## src/rtl/present_player_pipe.sv

```systemverilog
// PRESENT pLayer bit permutation feeding a 2-entry valid/ready skid buffer.
// Define PRESENT_PLAYER_INV_EN to build the per-word inverse permutation selected by in_inv.
module present_player_pipe #(
  parameter int WIDTH = 64
) (
  input  logic             clk,
  input  logic             rst,
  input  logic             in_valid,
  output logic             in_ready,
  input  logic [WIDTH-1:0] in_data,
  input  logic             in_inv,
  output logic             out_valid,
  input  logic             out_ready,
  output logic [WIDTH-1:0] out_data,
  output logic             out_inv
);

  typedef enum logic [1:0] {
    EMPTY = 2'd0,
    HALF  = 2'd1,
    FULL  = 2'd2
  } state_t;

  state_t           r_state;
  state_t           w_state_nxt;
  logic             r_in_ready;
  logic             r_out_valid;
  logic [WIDTH-1:0] r_main_data;
  logic [WIDTH-1:0] r_skid_data;
  logic [WIDTH-1:0] w_fwd;
  logic [WIDTH-1:0] w_perm;
  logic             w_in_xfer;
  logic             w_out_xfer;
  logic             w_load_main;
  logic             w_load_skid;
  logic             w_skid_to_main;

  // Bit i of the input lands on bit P(i); the top bit is a fixed point of the map.
  for (genvar gi = 0; gi < WIDTH - 1; gi++) begin : g_fwd
    localparam int P = (gi * (WIDTH / 4)) % (WIDTH - 1);
    assign w_fwd[P] = in_data[gi];
  end
  assign w_fwd[WIDTH-1] = in_data[WIDTH-1];

`ifdef PRESENT_PLAYER_INV_EN
  logic [WIDTH-1:0] w_inv;
  logic             r_main_inv;
  logic             r_skid_inv;

  for (genvar gj = 0; gj < WIDTH - 1; gj++) begin : g_inv
    localparam int P = (gj * (WIDTH / 4)) % (WIDTH - 1);
    assign w_inv[gj] = in_data[P];
  end
  assign w_inv[WIDTH-1] = in_data[WIDTH-1];
  assign w_perm         = in_inv ? w_inv : w_fwd;

  always_ff @(posedge clk or posedge rst) begin
    if (rst) begin
      r_main_inv <= 1'b0;
      r_skid_inv <= 1'b0;
    end else begin
      if (w_load_main) begin
        r_main_inv <= in_inv;
      end else if (w_skid_to_main) begin
        r_main_inv <= r_skid_inv;
      end
      if (w_load_skid) begin
        r_skid_inv <= in_inv;
      end
    end
  end
  assign out_inv = r_main_inv;
`else
  logic w_unused_inv;
  assign w_unused_inv = in_inv;
  assign w_perm       = w_fwd;
  assign out_inv      = 1'b0;
`endif

  assign w_in_xfer  = in_valid & r_in_ready;
  assign w_out_xfer = r_out_valid & out_ready;

  always_comb begin
    w_state_nxt    = r_state;
    w_load_main    = 1'b0;
    w_load_skid    = 1'b0;
    w_skid_to_main = 1'b0;
    case (r_state)
      EMPTY: begin
        if (w_in_xfer) begin
          w_state_nxt = HALF;
          w_load_main = 1'b1;
        end
      end
      HALF: begin
        if (w_in_xfer && !w_out_xfer) begin
          w_state_nxt = FULL;
          w_load_skid = 1'b1;
        end else if (!w_in_xfer && w_out_xfer) begin
          w_state_nxt = EMPTY;
        end else if (w_in_xfer && w_out_xfer) begin
          w_load_main = 1'b1;
        end
      end
      FULL: begin
        if (w_out_xfer) begin
          w_state_nxt    = HALF;
          w_skid_to_main = 1'b1;
        end
      end
      default: w_state_nxt = EMPTY;
    endcase
  end

  // Handshake flags are registered from the next state so in_ready never sees out_ready combinationally.
  always_ff @(posedge clk or posedge rst) begin
    if (rst) begin
      r_state     <= EMPTY;
      r_in_ready  <= 1'b0;
      r_out_valid <= 1'b0;
    end else begin
      r_state     <= w_state_nxt;
      r_in_ready  <= (w_state_nxt != FULL);
      r_out_valid <= (w_state_nxt != EMPTY);
    end
  end

  always_ff @(posedge clk or posedge rst) begin
    if (rst) begin
      r_main_data <= '0;
      r_skid_data <= '0;
    end else begin
      if (w_load_main) begin
        r_main_data <= w_perm;
      end else if (w_skid_to_main) begin
        r_main_data <= r_skid_data;
      end
      if (w_load_skid) begin
        r_skid_data <= w_perm;
      end
    end
  end

  assign in_ready  = r_in_ready;
  assign out_valid = r_out_valid;
  assign out_data  = r_main_data;

endmodule

```

## config.mk

```make
export PLATFORM = sky130hd
export DESIGN_NAME = present_player_pipe
export DESIGN_NICKNAME = d
export VERILOG_FILES = /design/src/rtl/present_player_pipe.sv
export SDC_FILE = /design/constraint.sdc
export NUM_CORES = 1
export LEC_CHECK = 0
export ABC_CLOCK_PERIOD_IN_PS = 10500
export BUFFER_PORTS_ARGS = -buffer_cell sky130_fd_sc_hd__buf_4
export CORE_AREA = 2 2 130 100
export DETAILED_ROUTE_END_ITERATION = 10
export DIE_AREA = 0 0 132 102
export PLACE_DENSITY = 0.74
export SLEW_MARGIN = 0
export SYNTH_ARGS = -nofsm -noshare
export SYNTH_HDL_FRONTEND = slang
export SYNTH_SLANG_ARGS = --single-unit
```

## constraint.sdc

```tcl
create_clock -name clk -period 10.5 [get_ports clk]
set_input_delay 0.525 -clock clk [delete_from_list [all_inputs] [get_ports clk]]
set_output_delay 0.525 -clock clk [all_outputs]
set_load 0.01 [all_outputs]
```

Word level (Yosys, flattened, before mapping)

Index checks and enable logic that the tools add are counted.

Register bits: 132
Input bits: 69
Output and inout port bits: 67
Word-level logic and storage cells: 34

Equal/unequal tests: 3
Multiplexer cells: 16
Bitwise operators: 2
Reductions and logical operators: 8

Operators with widths:

| operator           | count |
|---|---|
| $mux 64            | 2 |
| $mux 1             | 8 |
| $mux 2             | 4 |
| $pmux 2 s3         | 1 |
| $reduce_bool 2->1  | 2 |
| $logic_and 1x1->1  | 3 |
| $and 1x1->1        | 2 |
| $eq 2x1->1 const B | 1 |
| $eq 2x2->1 const B | 1 |
| $logic_not 1->1    | 2 |
| $logic_not 2->1    | 1 |
| $ne 2x2->1 const B | 1 |
| $pmux 1 s2         | 1 |

Depth between registers and ports, before layout

Word-level depth: 7
Gate-level depth with buffers: 5
Gate-level depth less buffers: 3

Worst setup path before layout

No wires, ideal clock.

Kind: input -> register
Start: input port in_valid
End: register r_skid_data[0]
Library setup time: 0.125 ns
Arrival: 1.519 ns
Data required time: 10.375 ns
Setup slack: 8.857 ns
Cell stages on the path: 5
Buffers on the path: 2
Cells stage by stage: and3b_1 -> buf_2 -> nand3_2 -> buf_2 -> mux2_2

Cells in the longest elaborated chain, start to end: 4

Ends and longest elaborated chain:

| element                | RTL line | RTL |
|---|---|---|
| start: declaration     | 8        | `input logic in_valid,` |
| $and 1x1->1            | 80       | `assign w_in_xfer = in_valid & r_in_ready;` |
| $logic_and 1x1->1      | 96       | `if (w_in_xfer && !w_out_xfer) begin` |
| $mux 1                 | 96       |  |
| $mux 1                 | 88       | `case (r_state)` |
| end signal: assignment | 139      | `r_skid_data <= w_perm;` |
| end: declaration       | 29       | `logic [WIDTH-1:0] r_skid_data;` |

Every way passes these cells.
A chain may end at the register's enable or synchronous reset.

Worst setup path in the final report

Start: register r_state[0]
End: register r_main_data[25] (netlist: out_data[25])

Cells in the longest elaborated chain, start to end: 3
Elaborated cells between the ends (all ways): 7
Classes of those cells: 2 x eq/ne; 3 x mux; 2 x reduce/logical

Ends and longest elaborated chain:

| element                                      | RTL line | RTL |
|---|---|---|
| start: declaration                           | 24       | `state_t r_state;` |
| start signal: assignment                     | 122      | `r_state <= w_state_nxt;` |
| $eq 2x1->1 (tied with other cells)           | 88       |  |
| $pmux 1 s2 or $mux 1 (tied branches)         | 88       |  |
| $mux 64 or $reduce_bool 2->1 (tied branches) | --       |  |
| end signal: assignment                       | 134      | `r_main_data <= w_perm;` |
| end signal: assignment                       | 136      | `r_main_data <= r_skid_data;` |
| end: declaration                             | 28       | `logic [WIDTH-1:0] r_main_data;` |

Several ways; a longest one is shown, not always the timed one.

==> flow_summary.ini <==
[cts]
cts-root-buf = clkbuf_16
ctsResizeCount = 0
htree_levels = 4
cts_max_path_buffers = 2
cts_tree = yes
cts.clk_slew.worst_paths_ns = 0.05
clock-sinks = 132
post_cts_buffers = 0
cts-buffers-inserted = 17
clock_latency_ns = 0.40
hold_buffers = 0

[yosys]
ys_async_sr_fraction_pct = 100
synth_area_leader_cell = dfrtp_1
ys_types = 21
ys_warn_count = 0
synth_most_common_cell = mux2_2
synth-edff-count = 0
syn_area_per_cell_um2 = 16.4
synth-seq-cells = 132
synth_ff_type = dfrtp_1
ys_seq_area_share_pct = 55.3
synthTopCellsByCount = 133 x mux2_2, 132 x dfrtp_1, 60 x mux2_4
netlist.area_leader.share_pct = 55.3
synthTopCellsByArea = dfrtp_1 55%, mux2_2 25%, mux2_4 15%
syn_nets = 432
synth_area_um2 = 5970
syn_inst = 363

[sta]
rsz0062_at_grt = no
max_freq_ghz = 0.414
fin_crit_ns = 2.42
hold_viol = 0
drv_slew = 0
period_share_pct = 23.0
finalSetupTns_ns = 0
setup_viol = 0
skew_ns = 0.00612
hold_slack_ns = 0.280
slew-limit-headroom_pct = 33.5
worst_slew_pin_slew_ns = 0.998
setup_ws_ns = 8.08

[pwr]
ir_worst_vdd_mv = 0.254
power_density_nw_per_um2 = 324
cellLeakagePower_uw = 0.00372

[global_routing]
grt_pass1_vias = 3852
antenna_found_initial = 0
grt_max_degree = 69
grt_pass1_wl_mm = 19.2
track_usage_pct = 18.2
grt-ovfl-total = 0

[floorplan]
initial_core_util_pct = 49.2
ios = 136
rows = 35
dieHeight_um = 102
die_w_um = 132
core_um2 = 12100
die_area_um2 = 13500

[final_layout]
n_fill_cell = 917
diodes = 0
syn_to_final_growth_pct = 28.8
utilization_pct = 63.4
multi_input_area_um2 = 2510
final_nets = 567
drive_above_1_share_pct = 71.5
regArea_um2 = 3300
final_cell_area_um2 = 7690

[worst_setup_path]
cp.arrival_ns = 2.69
crit_chain = a21bo_2 -> nand2_2 -> buf_4 -> mux2_2
slowest_delay_ns = 0.57
crit_path_end_kind = flip-flop
worstPathMaxFanout = 36
criticalPathCategory = reg -> reg
critPathLaunchType = flip-flop
required_ns = 10.77
crit_path_top_delay_cell = nand2_2

[place]
io_buffers = 133
post_dp_cell_area_um2 = 7050
dpl.hpwl_mm = 7.35
place_congestion = 0.697
pre_cts_ws_ns = 7.85

[detailed_routing]
drc = 0
antenna_left = 0
vias_per_cell = 5.06
drt_wl_total_mm = 11.4
vias = 3415
routedWlPerCell_um = 16.8
drt_iter0_drc = 88
drtPass1Iterations = 4

[flow_run]
max_cap_viol_count = 0

[status]
outcome = finished, final reports clean

[worst_hold_path]
hp-class = in -> async
==> metrics by stage <==
step	cells	total power (uW)
6_report	675	2490
3_5_place_dp	645	1880
4_1_cts	675	2520
5_1_grt	675	2650
3_3_place_gp	645	1830
2_1_floorplan	363	1540
==> flip-flops by register name, summed over array words and instances (netlist names) <==
| register | cells |
|---|---|
| out_valid | 1 |
| r_state | 2 |
| out_data | 64 |
| r_skid_data | 64 |
| in_ready | 1 |
==> layout by cell type, fill, tap and decap left out, drive strengths merged <==
master and instances:
a21bo 1, a21o 1, a21oi 1, and2 1, and3b 1, buf 137, bufinv 5, clkbuf 20
clkinv 3, clkinvlp 2, conb 1, dfrtp 132, inv 1, mux2 193, nand2 4, nand3 1
nand4b 1, nor2 1, nor2b 1, o22ai 1, or2 1
==> path summary, 6_finish.rpt <==
check	startpoint	to	slack (ns)	depth (start not counted)
worst max-delay path	r_state[0]	out_data[25]	8.08	4
worst min-delay path	rst	out_data[28]	0.28	2
worst max register to register	r_state[0]	out_data[25]	8.08	4
worst min register to register	r_skid_data[49]	r_skid_data[49]	0.50	1
max in group asynchronous	rst	out_data[29]	8.84	3
min in group clk	in_data[14]	r_skid_data[35]	0.36	2
==> metal layers <==
layer	vias up	track usage, %	wire length [um]
met5	-	0	0
met4	0	4.85	68
met3	8	7.94	926
met2	100	28.5	5330
met1	1737	23.4	5050
li1	1570	-	-
==> area by class of cell <==
cell class              instances  area share, %
flip-flops and latches        132           43.0
multi-input cells             209           32.6
repair buffers                137           13.4
clock buffers                  20           5.94
well taps                     166           2.70
clock inverters                10           2.34
inverters                       1         0.0814
==> worst max-delay path, delay by kind of cell, from the launching register on <==
| family | cells | cell delay, ns |
|---|---|---|
| buffers and inverters | 1 | 0.56 |
| AND/OR/NAND/NOR | 1 | 0.57 |
| flip-flops | 1 | 0.44 |
| multiplexers | 1 | 0.41 |
| AO/OA/AOI/OAI | 1 | 0.27 |
==> cell families (layout without fill, tap and decap cells) <==
group,after synthesis,count (layout),share of synthesized area [%]
mux,193,193,40.2
flops,132,132,55.3
buf+inv,22,168,2.79
simple gates,11,11,1.13
compound gates,4,4,0.482
other cells,1,1,0.0628
==> report_power, final <==
group          internal (uW)  total [uW]  leakage, uW  switching [uW]
sequential               772         913      0.00156             141
combinational            619         948      0.00186             329
clock                    430         634     0.000308             204
Note: power is estimated with default switching activity, not from simulation.
